==> src/rtl/lms_pkg.sv <==
// Shared widths, types and helpers for the LMS adaptive FIR blocks.
package lms_pkg;

    localparam int X_W    = 8;
    localparam int H_W    = 8;
    localparam int E_W    = 10;
    localparam int P_W    = 16;
    localparam int S_W    = 18;
    localparam int N_TAPS = 4;

    typedef logic signed [X_W-1:0] sample_t;
    typedef logic signed [H_W-1:0] coef_t;
    typedef logic signed [P_W-1:0] prod_t;
    typedef logic signed [S_W-1:0] sum_t;
    typedef logic signed [E_W-1:0] err_t;

    localparam sample_t SAMPLE_MAX = sample_t'(127);
    localparam sample_t SAMPLE_MIN = sample_t'(-128);

    // Clamp a wide accumulator value into the 8-bit sample range.
    function automatic sample_t sat8(input sum_t v);
        if (v > sum_t'(SAMPLE_MAX)) begin
            return SAMPLE_MAX;
        end else if (v < sum_t'(SAMPLE_MIN)) begin
            return SAMPLE_MIN;
        end else begin
            return sample_t'(v);
        end
    endfunction

endpackage

==> src/rtl/lms_fir_datapath_tap_line.sv <==
// Tap delay line of the LMS FIR plus a saturating fill counter that tells
// whether the sample being accepted now completes a full line.
module lms_tap_line
    import lms_pkg::*;
(
    input  logic    clk,
    input  logic    rst,
    input  logic    shift,
    input  sample_t din,
    output sample_t t0,
    output sample_t t1,
    output sample_t t2,
    output sample_t t3,
    output logic    full
);

    logic [2:0] count;

    // Shift a new sample in on each accepted input and count up to four.
    always_ff @(posedge clk) begin
        if (rst) begin
            t0    <= '0;
            t1    <= '0;
            t2    <= '0;
            t3    <= '0;
            count <= '0;
        end else if (shift) begin
            t0 <= din;
            t1 <= t0;
            t2 <= t1;
            t3 <= t2;
            if (count != 3'd4) begin
                count <= count + 3'd1;
            end
        end
    end

    // Three earlier samples already held means the incoming one fills the line.
    assign full = (count >= 3'd3);

endmodule

==> src/rtl/lms_fir_datapath.sv <==
// Forward datapath of the 4-tap LMS FIR: delay line, products, saturated
// output and the error handed to the weight-update block with its taps.
module lms_fir_datapath
    import lms_pkg::*;
#(
    parameter int Y_SHIFT = 2
) (
    input  logic    clk,
    input  logic    rst,
    input  logic    in_valid,
    input  sample_t xn,
    input  sample_t dn,
    input  logic    adapt_en,
    input  coef_t   hn0,
    input  coef_t   hn1,
    input  coef_t   hn2,
    input  coef_t   hn3,
    output sample_t yn,
    output err_t    errr,
    output sample_t xd0,
    output sample_t xd1,
    output sample_t xd2,
    output sample_t xd3,
    output logic    out_valid
);

    sample_t t0, t1, t2, t3;
    logic    full;

    lms_tap_line u_tap_line (
        .clk   (clk),
        .rst   (rst),
        .shift (in_valid),
        .din   (xn),
        .t0    (t0),
        .t1    (t1),
        .t2    (t2),
        .t3    (t3),
        .full  (full)
    );

    sample_t taps [N_TAPS];
    coef_t   w    [N_TAPS];

    assign taps[0] = t0;
    assign taps[1] = t1;
    assign taps[2] = t2;
    assign taps[3] = t3;
    assign w[0]    = hn0;
    assign w[1]    = hn1;
    assign w[2]    = hn2;
    assign w[3]    = hn3;

    logic    s0_valid;
    sample_t s0_dn;
    logic    s0_adapt;

    // Tag the sample entering the line with its validity, desired value and adapt flag.
    always_ff @(posedge clk) begin
        if (rst) begin
            s0_valid <= 1'b0;
            s0_dn    <= '0;
            s0_adapt <= 1'b0;
        end else begin
            s0_valid <= in_valid & full;
            s0_dn    <= dn;
            s0_adapt <= adapt_en;
        end
    end

    prod_t   p       [N_TAPS];
    sample_t s1_taps [N_TAPS];
    logic    s1_valid;
    sample_t s1_dn;
    logic    s1_adapt;

    // Register tap-by-weight products together with the taps that formed them.
    always_ff @(posedge clk) begin
        if (rst) begin
            for (int k = 0; k < N_TAPS; k++) begin
                p[k]       <= '0;
                s1_taps[k] <= '0;
            end
            s1_valid <= 1'b0;
            s1_dn    <= '0;
            s1_adapt <= 1'b0;
        end else begin
            for (int k = 0; k < N_TAPS; k++) begin
                p[k]       <= prod_t'(taps[k]) * prod_t'(w[k]);
                s1_taps[k] <= taps[k];
            end
            s1_valid <= s0_valid;
            s1_dn    <= s0_dn;
            s1_adapt <= s0_adapt;
        end
    end

    sum_t    sum_c;
    sum_t    sum_shift;
    sample_t y_c;
    err_t    err_c;

    // Sum the products, scale, saturate and form the (optionally frozen) error.
    always_comb begin
        sum_c = '0;
        for (int k = 0; k < N_TAPS; k++) begin
            sum_c = sum_c + sum_t'(p[k]);
        end
        sum_shift = sum_c >>> Y_SHIFT;
        y_c       = sat8(sum_shift);
        err_c     = s1_adapt ? (err_t'(s1_dn) - err_t'(y_c)) : '0;
    end

    // Publish results on a valid sample; yn/xd hold, errr drops to zero otherwise.
    always_ff @(posedge clk) begin
        if (rst) begin
            yn        <= '0;
            errr      <= '0;
            xd0       <= '0;
            xd1       <= '0;
            xd2       <= '0;
            xd3       <= '0;
            out_valid <= 1'b0;
        end else begin
            out_valid <= s1_valid;
            if (s1_valid) begin
                yn   <= y_c;
                errr <= err_c;
                xd0  <= s1_taps[0];
                xd1  <= s1_taps[1];
                xd2  <= s1_taps[2];
                xd3  <= s1_taps[3];
            end else begin
                errr <= '0;
            end
        end
    end

endmodule
==> config.mk <==
export PLATFORM = sky130hd
export DESIGN_NAME = lms_fir_datapath
export DESIGN_NICKNAME = d
export VERILOG_FILES = /design/src/rtl/lms_pkg.sv /design/src/rtl/lms_fir_datapath_tap_line.sv /design/src/rtl/lms_fir_datapath.sv
export SDC_FILE = /design/constraint.sdc
export NUM_CORES = 1
export LEC_CHECK = 0
export CAP_MARGIN = 20
export CORE_AREA = 2 2 192 194
export DETAILED_ROUTE_END_ITERATION = 16
export DIE_AREA = 0 0 194 196
export PLACE_DENSITY_LB_ADDON = 0.1
export SETUP_SLACK_MARGIN = 0.15
export SLEW_MARGIN = 20
export SYNTH_ARGS = -nofsm -noshare
export SYNTH_HDL_FRONTEND = slang
export SYNTH_SLANG_ARGS = --single-unit
==> constraint.sdc <==
create_clock -name clk -period 5.9 [get_ports clk]
set_input_delay 0.59 -clock clk [delete_from_list [all_inputs] [get_ports clk]]
set_output_delay 0.59 -clock clk [all_outputs]
set_load 0.05 [all_outputs]
==> results.json, run 1 <==
{
  "nFillCells": 3331,
  "cts_root_buf": "clkbuf_16",
  "synth_area_um2": 17800,
  "grt_start_max_net_pins": 85,
  "finalMaxSlewViolations": 0,
  "pin_count": 103,
  "nets": 2412,
  "slew_headroom_pct": 41.8,
  "synth_edf_count": 0,
  "cts_buffer_depth": 3,
  "io_buffers": 102,
  "final_util_pct": 56.0,
  "skew_ns": 0.0158,
  "finalSetupViolations": 0,
  "synth_top_cell_area_share_pct": 28.5,
  "rows": 70,
  "antenna_found_initial": 0,
  "htree_num_levels": 1,
  "core_um2": 36100,
  "total_power_uw": 6200,
  "synth_area_leaders": "fa_1 29%, dfxtp_1 23%, ha_1 9.8%",
  "end_kind": "flip-flop",
  "leakagePower_uw": 0.00932,
  "track_usage_pct": 21.3,
  "num_vias": 12100,
  "min_path_type": "flip-flop to flip-flop",
  "dieArea_um2": 38000,
  "drt_first_pass_iters": 5,
  "status": "complete, no violations",
  "syn_avg_cell_area_um2": 9.46,
  "synth-warning-count": 0,
  "worstSetupPathType": "flip-flop to flip-flop",
  "synth_flop_cell": "dfxtp_1",
  "diodes": 0,
  "max_cap_viol_count": 0,
  "drcViolationCount": 0,
  "synthCells": 1885,
  "critPathMaxFanout": 6,
  "gp_congestion": 0.866,
  "numCtsBuffers": 25,
  "powerDensity_nw_per_um2": 307,
  "final_cell_mix": "368 x inv_1, 253 x fa_1, 200 x dfxtp_1",
  "hpwl_um": 30400,
  "fin_tns_setup_ns": 0,
  "synth_cell_types": 68,
  "die_w_um": 194,
  "area_growth_pct": 13.2,
  "dp.cells": 2405,
  "max_freq_mhz": 184,
  "rsz0062_at_grt": "true",
  "fin_crit_sh_pct": 92.3,
  "yosys.area.top_type": "fa_1",
  "dieHeight_um": 196,
  "start_util_pct": 49.4,
  "grt_pass1_wl_um": 65700,
  "detail_route.wl_per_cell_um": 15.6,
  "drive_above_1_share_pct": 4.59,
  "synthArstFlopShare_pct": 0,
  "fin_cells": 2452,
  "worstPathArrival_ns": 5.85,
  "clk_pin_slew_ns": 0.06,
  "worstPathRequired_ns": 6.30,
  "yosysSeqAreaShare_pct": 22.6,
  "cts_tree": "yes",
  "cts.sinks": 201,
  "layout_min_cycle_time_ns": 5.45,
  "layout_commonest_cell": "inv_1",
  "clk_latency_ns": 0.54,
  "wirelength_um": 38200,
  "grt_overflow": 0,
  "worst_slew_pin_slew_ns": 0.874,
  "ir_worst_vdd_mv": 0.253,
  "synth-seq-cells": 201,
  "viasPerCell": 4.93,
  "syn-num-nets": 2331,
  "drtIter0Drc": 594,
  "start_kind": "flip-flop",
  "finalHoldViolations": 0,
  "first_global_vias": 12900,
  "ant_nets": 0
}
kinds of logic after synthesis:
kind of cell | Yosys count | synth area share [%]
AOI/OAI and AO/OA | 152 | 5.89
xor gates and xnor gates | 69 | 3.43
adders and majority gates | 394 | 38.3
buffers and inverters | 431 | 9.13
DFF | 201 | 22.6
muxes | 66 | 3.71
and+or+nand+nor | 572 | 17.0
metal layers:
metal | vias up | GRT usage, % | share of wire (%) | routed length, µm
met1 | 5967 | 29.7 | 48 | 18300
met3 | 39 | 2.77 | 3.5 | 1320
met2 | 163 | 35.6 | 47 | 18000
li1 | 5920 | - | - | -
met4 | 0 | 4.60 | 1.6 | 612
met5 | - | 0 | 0 | 0
repair_timing:
action	in CTS	in global routing
gates resized for setup	1	10
pin swaps	0	4
setup buffers	0	2
hold buffers	0	0
setup endpoints to repair	1	6
power by group:
part	switching (µW)	internal (µW)	leakage (µW)	total, µW
Sequential	50.1	1440	0.00164	1490
Clock	615	952	0.000410	1570
Combinational	1860	1280	0.00728	3140
Total	2530	3670	0.00932	6200
registers in the layout, summed over array words and instances (netlist names):
name	flops
xd0	8
s0_adapt	1
out_valid	1
xd1	8
u_tap_line.t3	8
u_tap_line.count	3
yn	8
s1_taps	32
u_tap_line.t1	8
s1_adapt	1
u_tap_line.t0	8
errr	9
u_tap_line.t2	8
s0_valid	1
xd3	8
s1_dn	8
s0_dn	8
xd2	8
s1_valid	1
p	64
worst max-delay path: stages (launching register included):
cell and delay (ns):
dfxtp_1 0.31, inv_1 0.05, fa_1 0.52, inv_1 0.05, fa_1 0.47, nand3b_1 0.15
fa_2 0.44, nand2b_1 0.18, a21oi_2 0.18, o31ai_1 0.14, a21boi_1 0.29, o211ai_1 0.19
nor4b_4 0.38, a21oi_4 0.14, a21o_1 0.21, ha_1 0.21, fa_1 0.41, inv_1 0.09
a21oi_2 0.09, a221oi_2 0.30, a2111oi_2 0.10, o311ai_1 0.31, o41ai_1 0.12
final timing paths:
kind / start / endpoint / slack [ns] / cells past startpoint
max: p[0][1] / errr[6] / 0.45 / 22
min reg2reg: s0_dn[5] / s1_dn[5] / 0.43 / 1
max reg2reg: p[0][1] / errr[6] / 0.45 / 22
min: s0_dn[5] / s1_dn[5] / 0.43 / 1
stage by stage:
stage	hold slack (ns)	setup slack [ns]	cell area, µm²
floorplan	0.414	0.703	17800
global placement	0.422	0.315	19300
detailed placement	0.422	0.109	19300
CTS	0.428	0.157	20100
global route	0.461	0.117	20200
finish	0.433	0.454	20200
cell usage after synthesis, drive strengths merged, types with 11 or more instances:
cell type / instances
and2: 160
buf: 14
ha: 140
nand2: 92
a21oi: 40
clkbuf: 49
xor2: 18
a211oi: 12
mux2i: 65
a21o: 11
o21ai: 39
inv: 368
nor2: 148
dfxtp: 201
nand2b: 36
nor3: 25
fa: 254
xnor2: 51
nor2b: 84
layout make-up:
cell class | instances | area (µm²) | area share (%)
well taps | 468 | 586 | 2.90
inverters | 368 | 1380 | 6.84
repair buffers | 117 | 1130 | 5.59
clock inverters | 13 | 164 | 0.811
clock buffers | 32 | 682 | 3.38
flip-flops and latches | 201 | 4030 | 19.9
multi-input cells | 1253 | 12200 | 60.6
Note: power is estimated with default switching activity, not from simulation.
==> run 2, diff against run 1 <==
--- a/config.mk
+++ b/config.mk
@@ -11,6 +11,7 @@
 export DIE_AREA = 0 0 194 196
 export PLACE_DENSITY_LB_ADDON = 0.1
 export SETUP_SLACK_MARGIN = 0.15
+export SKIP_CTS_REPAIR_TIMING = 1
 export SLEW_MARGIN = 20
 export SYNTH_ARGS = -nofsm -noshare
 export SYNTH_HDL_FRONTEND = slang
==> results of run 2 <==
Final layout, timing and power as in run 1 (identical DEF).
